File: src/rtl/riscv_pkg.sv
// Shared RISC-V encodings: writeback result select and load funct3 codes.
// Latency: n/a (types and constants only).
// Backpressure: n/a.
package riscv_pkg;

    typedef enum logic [1:0] {
        RES_ALU  = 2'b00,
        RES_LOAD = 2'b01,
        RES_PC4  = 2'b10,
        RES_ZERO = 2'b11
    } resultsrc_e;

    localparam logic [2:0] F3_LB  = 3'b000;
    localparam logic [2:0] F3_LH  = 3'b001;
    localparam logic [2:0] F3_LW  = 3'b010;
    localparam logic [2:0] F3_LBU = 3'b100;
    localparam logic [2:0] F3_LHU = 3'b101;

endpackage

File: src/rtl/load_extend.sv
// Load alignment/extension: picks byte or halfword at the offset and sign/zero-extends.
// Latency: combinational.
// Backpressure: none.
module load_extend
    import riscv_pkg::*;
#(
    parameter int DATA_WIDTH = 32
) (
    input  logic [DATA_WIDTH-1:0] word,
    input  logic [1:0]            off,
    input  logic [2:0]            funct3,
    output logic [DATA_WIDTH-1:0] ext
);

    logic [7:0]  byte_sel;
    logic [15:0] half_sel;

    // Halfword lane uses off[1] only; off[0] is deliberately ignored.
    assign byte_sel = word[{off, 3'b000} +: 8];
    assign half_sel = off[1] ? word[31:16] : word[15:0];

    always_comb begin
        ext = word;
        unique case (funct3)
            F3_LB:   ext = {{(DATA_WIDTH-8){byte_sel[7]}}, byte_sel};
            F3_LBU:  ext = {{(DATA_WIDTH-8){1'b0}}, byte_sel};
            F3_LH:   ext = {{(DATA_WIDTH-16){half_sel[15]}}, half_sel};
            F3_LHU:  ext = {{(DATA_WIDTH-16){1'b0}}, half_sel};
            default: ext = word;
        endcase
    end

endmodule

File: src/rtl/mem_wb_stage.sv
// MEM/WB pipeline register feeding the register-file write port; INSTRET_EN adds a 64-bit retire counter.
// Latency: one cycle from capture to A3/WD3/WE3 (WD3 combinational from the captured slot).
// Backpressure: m_ready = !wb_stall; stall holds the slot, flush kills it and overrides both.
module mem_wb_stage
    import riscv_pkg::*;
#(
    parameter int DATA_WIDTH    = 32,
    parameter int ADDRESS_WIDTH = 5
) (
    input  logic                     clk,
    input  logic                     rst_n,
    input  logic                     m_valid,
    output logic                     m_ready,
    input  logic [ADDRESS_WIDTH-1:0] m_rd,
    input  logic                     m_regwrite,
    input  logic [1:0]               m_resultsrc,
    input  logic [2:0]               m_funct3,
    input  logic [DATA_WIDTH-1:0]    m_alu_result,
    input  logic [DATA_WIDTH-1:0]    m_read_data,
    input  logic [DATA_WIDTH-1:0]    m_pc_plus4,
    input  logic                     wb_stall,
    input  logic                     flush,
    output logic [ADDRESS_WIDTH-1:0] A3,
    output logic [DATA_WIDTH-1:0]    WD3,
    output logic                     WE3,
    output logic                     w_valid
`ifdef INSTRET_EN
    ,
    output logic [63:0]              instret
`endif
);

    logic                     valid_q, valid_d;
    logic [ADDRESS_WIDTH-1:0] rd_q, rd_d;
    logic                     regwrite_q, regwrite_d;
    resultsrc_e               resultsrc_q, resultsrc_d;
    logic [2:0]               funct3_q, funct3_d;
    logic [DATA_WIDTH-1:0]    alu_q, alu_d;
    logic [DATA_WIDTH-1:0]    rdata_q, rdata_d;
    logic [DATA_WIDTH-1:0]    pc4_q, pc4_d;
    logic [DATA_WIDTH-1:0]    load_val;
    logic                     capture;

    assign m_ready = !wb_stall;
    assign capture = m_valid && m_ready;

    always_comb begin
        valid_d     = valid_q;
        rd_d        = rd_q;
        regwrite_d  = regwrite_q;
        resultsrc_d = resultsrc_q;
        funct3_d    = funct3_q;
        alu_d       = alu_q;
        rdata_d     = rdata_q;
        pc4_d       = pc4_q;
        if (m_ready) begin
            valid_d = m_valid;
        end
        if (capture) begin
            rd_d        = m_rd;
            regwrite_d  = m_regwrite;
            resultsrc_d = resultsrc_e'(m_resultsrc);
            funct3_d    = m_funct3;
            alu_d       = m_alu_result;
            rdata_d     = m_read_data;
            pc4_d       = m_pc_plus4;
        end
        // Flush only has to kill validity; the payload becomes don't-care.
        if (flush) begin
            valid_d = 1'b0;
        end
    end

    always_ff @(posedge clk or negedge rst_n) begin
        if (!rst_n) begin
            valid_q     <= 1'b0;
            rd_q        <= '0;
            regwrite_q  <= 1'b0;
            resultsrc_q <= RES_ALU;
            funct3_q    <= '0;
            alu_q       <= '0;
            rdata_q     <= '0;
            pc4_q       <= '0;
        end else begin
            valid_q     <= valid_d;
            rd_q        <= rd_d;
            regwrite_q  <= regwrite_d;
            resultsrc_q <= resultsrc_d;
            funct3_q    <= funct3_d;
            alu_q       <= alu_d;
            rdata_q     <= rdata_d;
            pc4_q       <= pc4_d;
        end
    end

    load_extend #(.DATA_WIDTH(DATA_WIDTH)) u_load_extend (
        .word   (rdata_q),
        .off    (alu_q[1:0]),
        .funct3 (funct3_q),
        .ext    (load_val)
    );

    always_comb begin
        WD3 = '0;
        unique case (resultsrc_q)
            RES_ALU:  WD3 = alu_q;
            RES_LOAD: WD3 = load_val;
            RES_PC4:  WD3 = pc4_q;
            RES_ZERO: WD3 = '0;
            default:  WD3 = '0;
        endcase
    end

    assign A3      = rd_q;
    assign WE3     = valid_q && regwrite_q && (rd_q != '0);
    assign w_valid = valid_q;

`ifdef INSTRET_EN
    logic [63:0] instret_q, instret_d;

    always_comb begin
        instret_d = instret_q;
        if (valid_q && !wb_stall && !flush) begin
            instret_d = instret_q + 64'd1;
        end
    end

    always_ff @(posedge clk or negedge rst_n) begin
        if (!rst_n) begin
            instret_q <= '0;
        end else begin
            instret_q <= instret_d;
        end
    end

    assign instret = instret_q;
`endif

endmodule

File: config.mk
export PLATFORM = sky130hd
export DESIGN_NAME = mem_wb_stage
export DESIGN_NICKNAME = d
export VERILOG_FILES = /design/src/rtl/riscv_pkg.sv /design/src/rtl/load_extend.sv /design/src/rtl/mem_wb_stage.sv
export SDC_FILE = /design/constraint.sdc
export NUM_CORES = 1
export LEC_CHECK = 0
export ABC_CLOCK_PERIOD_IN_PS = 2300
export CAP_MARGIN = 40
export CORE_ASPECT_RATIO = 1.25
export CORE_MARGIN = 1.5
export CORE_UTILIZATION = 68
export DETAILED_ROUTE_END_ITERATION = 7
export DONT_BUFFER_PORTS = 1
export GPL_TIMING_DRIVEN = 0
export HOLD_SLACK_MARGIN = 0.1
export PLACE_DENSITY = 0.84
export SLEW_MARGIN = 40
export SYNTH_ARGS = -nofsm -noshare
export SYNTH_HDL_FRONTEND = slang
export SYNTH_SLANG_ARGS = --single-unit
File: constraint.sdc
create_clock -name clk -period 2.3 [get_ports clk]
set_input_delay 0.23 -clock clk [delete_from_list [all_inputs] [get_ports clk]]
set_output_delay 0.23 -clock clk [all_outputs]
set_load 0.01 [all_outputs]
==> flow_summary.ini, run 1 <==
[status]
status = did not finish
stop_stage = 4_1_cts
error = [ERROR RSZ-0060] Max buffer count reached.

[clock_network]
root_buffer = clkbuf_8
holdBufCountCts = 108
cts_buffer_depth = 2
cts_resized = 3
cts_htree_levels = 3
cts.sinks = 108
post_cts_buffers = 0
cts_buffers = 9

[place]
hpwlAfterDp_um = 9340
gp_congestion = 0.903
portBuffers = 0
dpl.cell_count = 522

[floorplanning]
die_x_um = 82.6
rows = 36
die_h_um = 103
io_pins = 152
start_util_pct = 69.6

[logic_synthesis]
syn_nets = 539
ys_ff_latch = 108
netlist.area_leader.share_pct = 50.1
yosysSeqAreaShare_pct = 50.1
synthFlopType = dfrtp_1
synth_edf_count = 0
netlist_area_um2 = 5390
yosysWarnings = 0
yosysUniqueCellTypes = 33
synth_area_leaders = dfrtp_1 50%, mux2_2 21%, mux2i_1 7.4%
synthSimpleGateAreaFrac_pct = 5.73
synth_xor_area_share_pct = 0
avgSynthCellArea_um2 = 12.6
synth_top_family_by_area = multiplexers
synth_compound_area_share_pct = 9.93
synthArstFlopShare_pct = 100
synth.area.mux_share_pct = 30.4
syn_inst = 427
synth_top_area_cell = dfrtp_1
synth-adder-area-share_pct = 0
[cell usage after synthesis, drive strengths merged (4+ instances only)]
cell type  count
buf           25
dfrtp        108
nor2           8
mux4           4
inv            6
nor3           8
mux2         102
clkbuf        10
nand2b         5
o211ai        20
mux2i         40
nor2b          9
a21oi          6
o22ai         13
nand2         25
o21ai         15
[metrics by stage]
step / hold WS (ns) / instance area [um2] / setup WS [ns]
2_1_floorplan: -0.0656 / 5390 / 0.695
3_3_place_gp: -0.0621 / 5510 / 0.332
3_5_place_dp: -0.0626 / 5510 / 0.283
[logic make-up after synthesis]
kind of cell    after synthesis
flops                       108
simple gates                 63
compound gates               69
buf+inv                      41
mux                         146
==> inputs of run 2 (changes only) <==
CORE_ASPECT_RATIO = default   (was 1.25)
CORE_UTILIZATION = 40   (was 68)
HOLD_SLACK_MARGIN = default   (was 0.1)
PLACE_DENSITY = default   (was 0.84)
PLACE_DENSITY_LB_ADDON = 0.15   (was default)
==> run 2 against run 1 <==
Against the previous run: the flow now finishes, with violations (negative hold slack); synthesized area stayed put; synthesized cell count stayed put.
==> flow_summary.ini, run 2 <==
[power_and_ir_drop]
intPower_w = 0.00379
clkPwrFrac_pct = 32.6
p_comb_share_pct = 23.0
switching_share_pct = 29.4
p_leak_nw = 2.52
p_per_area_nw_per_um2 = 890
max-vdd-ir-drop_mv = 0.390
switchingPower_w = 0.00158
seqPwrFrac_pct = 44.5
power_w = 0.00537

[logic_synthesis]
yosysUniqueCellTypes = 33
yosysWarnings = 0
yosys-top-cells-count = 108 x dfrtp_1, 102 x mux2_2, 40 x mux2i_1, 25 x nand2_1, 20 x buf_2
synth_top_area_cell = dfrtp_1
syn_inst = 427
yosysSeqAreaShare_pct = 50.1
synth_area_leaders = dfrtp_1 50%, mux2_2 21%, mux2i_1 7.4%
netlist.area_leader.share_pct = 50.1
syn_nets = 539
synthArstFlopShare_pct = 100
avgSynthCellArea_um2 = 12.6
netlist_area_um2 = 5390
synth_edf_count = 0
ys_ff_latch = 108
synthFlopType = dfrtp_1
yosysMostFrequentCell = dfrtp_1

[worst_setup_path]
worstSetupStartpointType = register
required_ns = 2.07
worstPathCellList = clkbuf_1 -> clkbuf_2 -> nor3_1 -> o22ai_1
crit_family = buffers and inverters
cp_slowest_cell = dfrtp_1
r2r-start = alu_q[1]
end_kind = primary output
critPathMaxStageDelay_ns = 0.45
worstSetupStartpoint = funct3_q[1]
arrival_ns = 1.99
critPathKind = register to primary output
path_buf_inv = 2
worstPathMaxFanout = 10

[cells_and_area]
final_common_cell = dfrtp_1
drive_gt1_share_pct = 37.1
fin_util_pct = 45.8
syn2layout_area_growth_pct = 11.9
nets = 557
final_cell_mix = 108 x dfrtp_1, 102 x mux2_2, 40 x mux2i_1, 25 x nand2_1, 18 x buf_2
largestRegisters = alu_q (32), pc4_q (32), rdata_q (32)
fin_cells = 627

[drt]
routed_via_density = 5.54
firstDrtPassIters = 4
wl_um = 14400
wl_met2_um = 6940
ant_nets = 0
avgRoutedWirePerCell_um = 23.0
routed-wl-met3_um = 929
met1_length_um = 6190
highest_layer = met4
drt_iter0_markers = 140
drc = 0
vias = 3472

[global_route]
track_usage_pct = 21.4
grt_pass1_wl_um = 22400
grt_pass1_vias = 3765
antenna_found_initial = 1
grt_max_degree = 109
overflow = 0

[clock_network]
insertion_delay_ns = 0.36
cts_tree = built
clk_pin_slew_ns = 0.07
cts.sinks = 108
cts_htree_levels = 3
holdBufCountCts = 5
root_buffer = clkbuf_16
cts_buffers = 9
cts_buffer_depth = 2

[floorplanning]
fp.dieArea_um2 = 14200
die_h_um = 119
io_pins = 152
die_x_um = 119
fp.coreArea_um2 = 13200
rows = 42
start_util_pct = 40.9

[place]
dpl.cell_count = 603
portBuffers = 0
gp_congestion = 0.872
hpwlAfterDp_um = 10700

[timing]
tightest_slew_ns = 0.678
finalCritPeriodShare_pct = 96.6
slew_viol_final = 0
fin_crit_ns = 2.22
fin_hold_ws_ns = -0.434
hold_violations = 108
finClkSkew_ns = 0
rsz0062_at_grt = no
setup_violations = 0
finalSetupTns_ns = 0
fmax_mhz = 450
max_slew_margin_pct = 54.8

[status]
violations = negative hold slack
status = complete, but fails checks

[hold_path]
hp-class = primary input to asynchronous set/reset pin

[run]
maxCapViolations = 0
==> run 2: cell counts after synthesis <==
Identical to the previous run, type by type.
==> run 2: timing repair <==
| item | CTS | global route |
|---|---|---|
| hold endpoints to repair | 113 | 108 |
| endpoints found under the setup margin | 8 | 11 |
| buffers inserted | 0 | 2 |
| resized for setup | 3 | 5 |
==> run 2: path summary, 6_finish.rpt <==
kind                               end  slack (ns)  depth (start not counted)
max                            WD3[14]        0.08                          4
min                        rdata_q[21]       -0.43                          0
max reg2reg                   alu_q[1]        1.05                          5
min reg2reg                   alu_q[4]        0.51                          1
max in group asynchronous  rdata_q[16]        2.51                          0
min in group clk           funct3_q[1]        0.02                          2
==> run 2: layout make-up <==
cell class	count	area [um2]
repair buffers	7	65.1
plain buffers	35	191
flip-flops and latches	108	2700
diodes	1	2.50
clock buffers	12	267
multi-input cells	278	2490
inverters	6	22.5
well taps	176	220
clock inverters	4	70.1
fillers	1248	7160
==> run 2: power groups by stage <==
stage	sequential, W	combinational, W	clock [W]
floorplan	0.00234	0.000979	0
global placement	0.00242	0.00120	0
detailed placement	0.00243	0.00122	0
CTS	0.00239	0.00124	0.00179
global route	0.00243	0.00134	0.00187
finish	0.00239	0.00123	0.00175
==> run 2: worst reg2reg max path: cells and delay by family (launching register included) <==
kind            cells  cell delay, ns
buf+inv             4            0.67
flops               1            0.33
compound gates      1            0.17
==> run 2: stage by stage <==
stage               area (um2)  hold slack (ns)  setup WS, ns
detailed placement        5610          -0.0605         0.247
CTS                       6000           -0.446        0.0513
floorplan                 5390          -0.0656         0.695
global route              6030           -0.455     0.0000326
finish                    6030           -0.434        0.0781
global placement          5610          -0.0609         0.261
==> run 2: logic make-up (layout without fill, tap and decap cells) <==
kind of cell | after synthesis | after routing | synth area share, %
DFF | 108 | 108 | 50.1
muxes | 146 | 146 | 30.4
buffers and inverters | 41 | 64 | 3.81
AOI/OAI and AO/OA | 69 | 69 | 9.93
other | 0 | 1 | 0
and+or+nand+nor | 63 | 63 | 5.73
==> run 2: per-layer routing <==
metal / track usage, % / vias up
met3: 6.61 / 16
met4: 9.26 / 0
met5: 0 / -
met1: 26.8 / 1740
li1: - / 1605
met2: 34.2 / 111
No activity file was read; power rests on OpenSTA's default activity.
==> inputs of run 3 (changes only) <==
ABC_AREA = 1   (was default)
==> run 3 against run 2 <==
Against the previous run: the flow still finishes with violations (negative hold slack); routed wire length up 8.6%; register-to-register slack about the same; largest power group unchanged; critical endpoint is now WD3[1]; setup slack better by 0.064 ns; clock skew unchanged; synthesized cell count up 35%; non-clock buffer count up 10; design area up 3.5%; critical path depth up 1.
==> flow_summary.ini, run 3 <==
[status]
status = complete, but fails checks
violations = negative hold slack

[timing]
setup_ws_ns = 0.142
finalSetupTns_ns = 0
hold_violations = 108
fin_crit_ns = 2.16
setup_violations = 0
tightest_slew_ns = 0.542
fmax_mhz = 463
fin_hold_ws_ns = -0.444
rsz0062_at_grt = no
max_slew_margin_pct = 63.8
slew_viol_final = 0
finalCritPeriodShare_pct = 93.8
finClkSkew_ns = 0

[drt]
drc = 0
wl_um = 15700
drt_iter0_markers = 177
avgRoutedWirePerCell_um = 19.9
ant_nets = 0
firstDrtPassIters = 4
routed_via_density = 5.21
vias = 4099

[cells_and_area]
fin_util_pct = 46.8
antenna_cells = 0
nets = 718
nFillCells = 1335
final_common_cell = nand2_1
largestRegisters = alu_q (32), pc4_q (32), rdata_q (32)
final_cell_area_um2 = 6240
syn2layout_area_growth_pct = 13.4
final_cell_mix = 118 x nand2_1, 108 x dfrtp_1, 84 x mux2_2, 54 x a21oi_1, 52 x nor2_1
drive_gt1_share_pct = 26.8

[logic_synthesis]
synth_area_leaders = dfrtp_1 49%, mux2_2 17%, nand2_1 8.0%
avgSynthCellArea_um2 = 9.57
synthFlopType = dfrtp_1
netlist_area_um2 = 5510
yosysMostFrequentCell = nand2_1
yosysWarnings = 0
ys_ff_latch = 108
syn_nets = 687
yosysSeqAreaShare_pct = 49.1
yosysUniqueCellTypes = 23
synth_edf_count = 0
netlist.area_leader.share_pct = 49.1
synthArstFlopShare_pct = 100
yosys-top-cells-count = 118 x nand2_1, 108 x dfrtp_1, 84 x mux2_2, 54 x a21oi_1, 52 x nor2_1
synth_top_area_cell = dfrtp_1
syn_inst = 575

[clock_network]
cts.sinks = 108
cts_htree_levels = 3
post_cts_buffers = 0
clk_pin_slew_ns = 0.08
cts_buffer_depth = 2
cts_tree = built
cts_buffers = 9
root_buffer = clkbuf_16
cts_resized = 0
insertion_delay_ns = 0.35

[global_route]
grt_pass1_vias = 4241
overflow = 0
track_usage_pct = 22.4
antenna_found_initial = 0
grt_max_degree = 109
grt_pass1_wl_um = 24100

[worst_setup_path]
required_ns = 2.07
worstPathCellList = nor2_1 -> buf_4 -> buf_2 -> nand2_1 -> nand3_1
critPathKind = register to primary output
worstSetupStartpointType = register
arrival_ns = 1.93
critPathMaxStageDelay_ns = 0.41
cp_slowest_cell = dfrtp_1
crit_family = simple AND/OR/NAND/NOR gates
end_kind = primary output
path_buf_inv = 2
worstPathMaxFanout = 10

[place]
dpl_cell_area_um2 = 5730
gp_congestion = 0.932
hpwlAfterDp_um = 11800
pre_cts_ws_ns = 0.500
portBuffers = 0

[power_and_ir_drop]
p_leak_nw = 2.91
p_per_area_nw_per_um2 = 836
max-vdd-ir-drop_mv = 0.704

[floorplanning]
rows = 42
io_pins = 152
die_x_um = 120
fp.coreArea_um2 = 13300
start_util_pct = 41.2
fp.dieArea_um2 = 14500
die_h_um = 120

[hold_path]
hp-class = primary input to asynchronous set/reset pin

[run]
maxCapViolations = 0
run 3: changes by cell type in the layout (fill, tap and decap cells not counted), sizes merged, moves of 9 or more:
cell         delta
a21oi          +48
nand2         +110
mux2i          -40
o22ai          -11
nor2           +47
nand3          +33
a22o            +9
dlygate4sd3    +15
o211ai         -20
clkbuf          -9
mux2           -18
nor2b           -9
inv            +36
run 3: layout make-up:
type	instances	area, um2	area share [%]
sequential	108	2700	43.3
multi-input combinational	396	2430	38.9
clock buffer	11	253	4.05
buffer	32	223	3.57
tap	176	220	3.53
timing repair buffer	20	200	3.21
inverter	39	149	2.38
clock inverter	5	65.1	1.04
run 3: timing repair:
item,in CTS,in global routing
endpoints found under the hold margin,119,116
endpoints found under the setup margin,0,0
hold buffers,12,8
run 3: final timing paths:
check / start / to / slack (ns) / cells past startpoint
max: resultsrc_q[1] / WD3[1] / 0.14 / 5
min: rst_n / rdata_q[18] / -0.44 / 0
max reg2reg: w_valid / w_valid / 1.04 / 3
min reg2reg: pc4_q[7] / pc4_q[7] / 0.51 / 1
max in group asynchronous: rst_n / rdata_q[2] / 2.54 / 0
min in group clk: m_read_data[30] / rdata_q[30] / 0.02 / 1
run 3: through the flow:
stage | std cells | hold slack [ns] | total power [W]
after global placement | 751 | -0.0619 | 0.00355
after floorplan | 575 | -0.0656 | 0.00325
after global routing | 787 | -0.464 | 0.00548
after detailed placement | 751 | -0.0611 | 0.00358
after CTS | 779 | -0.460 | 0.00527
final | 787 | -0.444 | 0.00522
run 3: cell families (layout without fill, tap and decap cells):
logic type             Yosys count  in the layout  share of synthesized area (%)
multiplexers                    84             84                           17.2
AO/OA/AOI/OAI                   83             83                           8.20
flip-flops                     108            108                           49.1
buffers and inverters           71            107                           6.75
AND/OR/NAND/NOR                229            229                           18.8
run 3: power breakdown:
part | switching [W] | internal [W] | total [W] | leakage (nW)
Sequential | 0.000177 | 0.00217 | 0.00234 | 1.25
Clock | 0.000732 | 0.000918 | 0.00165 | 0.157
Combinational | 0.000735 | 0.000488 | 0.00122 | 1.50
run 3: layer usage:
metal  global-route usage [%]  up-vias  wire length [um]
li1                         -     1956                 -
met1                     28.8     2005              6780
met2                     36.2      130              7670
met3                     8.02        8              1090
met4                     5.44        0               131
met5                        0        -                 0
==> inputs of run 4 (changes only) <==
CORE_MARGIN = default   (was 1.5)
CTS_CLUSTER_SIZE = 12   (was default)
SETUP_SLACK_MARGIN = 0.15   (was default)
==> run 4 against run 3 <==
Against the previous run: the run still ends with negative hold slack left; clock-buffer cell count down 2; fmax increased by 5.1%; via count fell by 1.5%; critical endpoint is now WD3[6].
==> flow_summary.ini, run 4 (synthesis results as in run 3) <==
[timing]
fin_crit_ns = 2.05
finalSetupTns_ns = 0
setup_ws_ns = 0.246
tightest_slew_ns = 0.483
fmax_mhz = 487
finClkSkew_ns = 0
slew_viol_final = 0
finalCritPeriodShare_pct = 89.3
fin_hold_ws_ns = -0.431
max_slew_margin_pct = 67.8
hold_violations = 108
setup_violations = 0
rsz0062_at_grt = yes

[worst_setup_path]
critPathMaxStageDelay_ns = 0.44
cp_slowest_cell = dfrtp_1
rrSetupSlack_ns = 1.02
r2r_end = w_valid
worstPathCellList = inv_2 -> buf_4 -> nand2_1 -> a21oi_1 -> nand2_1 -> nand3_1 -> nand3_1
arrival_ns = 1.82
r2r-start = w_valid
worstSetupStartpointType = register
required_ns = 2.07
worstPathMaxFanout = 10
end_kind = primary output
critPathKind = register to primary output
ff2ff_path_depth = 3

[cells_and_area]
antenna_cells = 0
final_cell_mix = 116 x nand2_1, 108 x dfrtp_1, 84 x mux2_2, 54 x a21oi_1, 50 x nor2_1
final_common_cell = nand2_1
nets = 700
seq_area_um2 = 2700
syn2layout_area_growth_pct = 10.4
drive_gt1_share_pct = 28.8
largestRegisters = alu_q (32), pc4_q (32), rdata_q (32)
final_cell_area_um2 = 6080
nFillCells = 1355
multiInputGateArea_um2 = 2450

[global_route]
grt_max_degree = 109
track_usage_pct = 23.1
antenna_found_initial = 1
grt_pass1_wl_um = 24400
overflow = 0
grt_pass1_vias = 4255

[floorplanning]
die_x_um = 119
rows = 42
fp.dieArea_um2 = 14200
fp.coreArea_um2 = 13300
start_util_pct = 41.2
die_h_um = 119
io_pins = 152

[clock_network]
cts_tree = built
cts_htree_levels = 3
holdBufCountCts = 2
insertion_delay_ns = 0.36
root_buffer = clkbuf_16
cts.sinks = 108
cts_buffer_depth = 2
clk_pin_slew_ns = 0.08
post_cts_buffers = 0
cts_buffers = 9

[power_and_ir_drop]
p_leak_nw = 2.83
p_per_area_nw_per_um2 = 849
max-vdd-ir-drop_mv = 0.597

[drt]
avgRoutedWirePerCell_um = 20.2
firstDrtPassIters = 5
vias = 4039
drt_iter0_markers = 236
wl_um = 15500
ant_nets = 0
routed_via_density = 5.25
drc = 0

[place]
portBuffers = 0
dpl_cell_area_um2 = 5730
gp_congestion = 0.905
hpwlAfterDp_um = 11700
pre_cts_ws_ns = 0.550

[status]
violations = negative hold slack
status = complete, but fails checks

[hold_path]
hp-class = primary input to asynchronous set/reset pin

[run]
maxCapViolations = 0
==> run 4: cell types whose count changed in the layout (fill, tap and decap cells not counted), sizes merged <==
cell,before,now
dlygate4sd3,20,2
clkbuf,14,15
clkinvlp,0,2
buf,29,26
==> run 4: timing repair <==
action                                 4_1_cts  5_1_grt
endpoints found under the hold margin      109      108
resized for setup                            0       13
setup endpoints to repair                    0       31
==> run 4: layout make-up <==
class | instances | area share [%]
Buffer | 32 | 3.83
Clock buffer | 9 | 3.70
Clock inverter | 7 | 1.32
Inverter | 39 | 2.51
Multi-Input combinational cell | 396 | 40.2
Sequential cell | 108 | 44.5
Tap cell | 176 | 3.62
Timing Repair Buffer | 2 | 0.329
==> run 4: critical path: cells and delay by family, from the launching register on <==
| kind | cells | cell delay [ns] |
|---|---|---|
| and+or+nand+nor | 4 | 0.47 |
| AOI/OAI and AO/OA | 1 | 0.26 |
| buffers and inverters | 2 | 0.28 |
| DFF | 1 | 0.44 |
==> run 4: worst max-delay path by stage <==
stage                          to  cells past startpoint            from  slack (ns)
after floorplan           WD3[17]                     10        alu_q[1]        0.88
final                      WD3[6]                      7     funct3_q[1]        0.25
after global routing      WD3[21]                      8     funct3_q[0]        0.14
after detailed placement   WD3[1]                      5  resultsrc_q[1]        0.55
after CTS                  WD3[1]                      5  resultsrc_q[1]        0.15
after global placement     WD3[1]                      5  resultsrc_q[1]        0.56
==> run 4: per-layer routing <==
metal | global-route usage, % | share of wire, % | vias up
li1 | - | - | 1923
met1 | 30.1 | 44 | 1974
met3 | 6.99 | 6.6 | 19
met4 | 8.52 | 2.4 | 0
met2 | 36.2 | 47 | 123
met5 | 0 | 0 | -
==> run 4: power by group <==
part	total (W)	switching (W)	internal [W]	leakage, nW
Combinational	0.00121	0.000736	0.000475	1.43
Sequential	0.00235	0.000178	0.00217	1.25
Clock	0.00161	0.000744	0.000862	0.149
==> run 4: through the flow <==
stage               power (W)  cells  util [%]
floorplan             0.00325    575         -
global placement      0.00355    751      42.9
detailed placement    0.00358    751      42.9
CTS                   0.00521    769      45.3
global route          0.00544    769      45.5
finish                0.00516    769      45.5
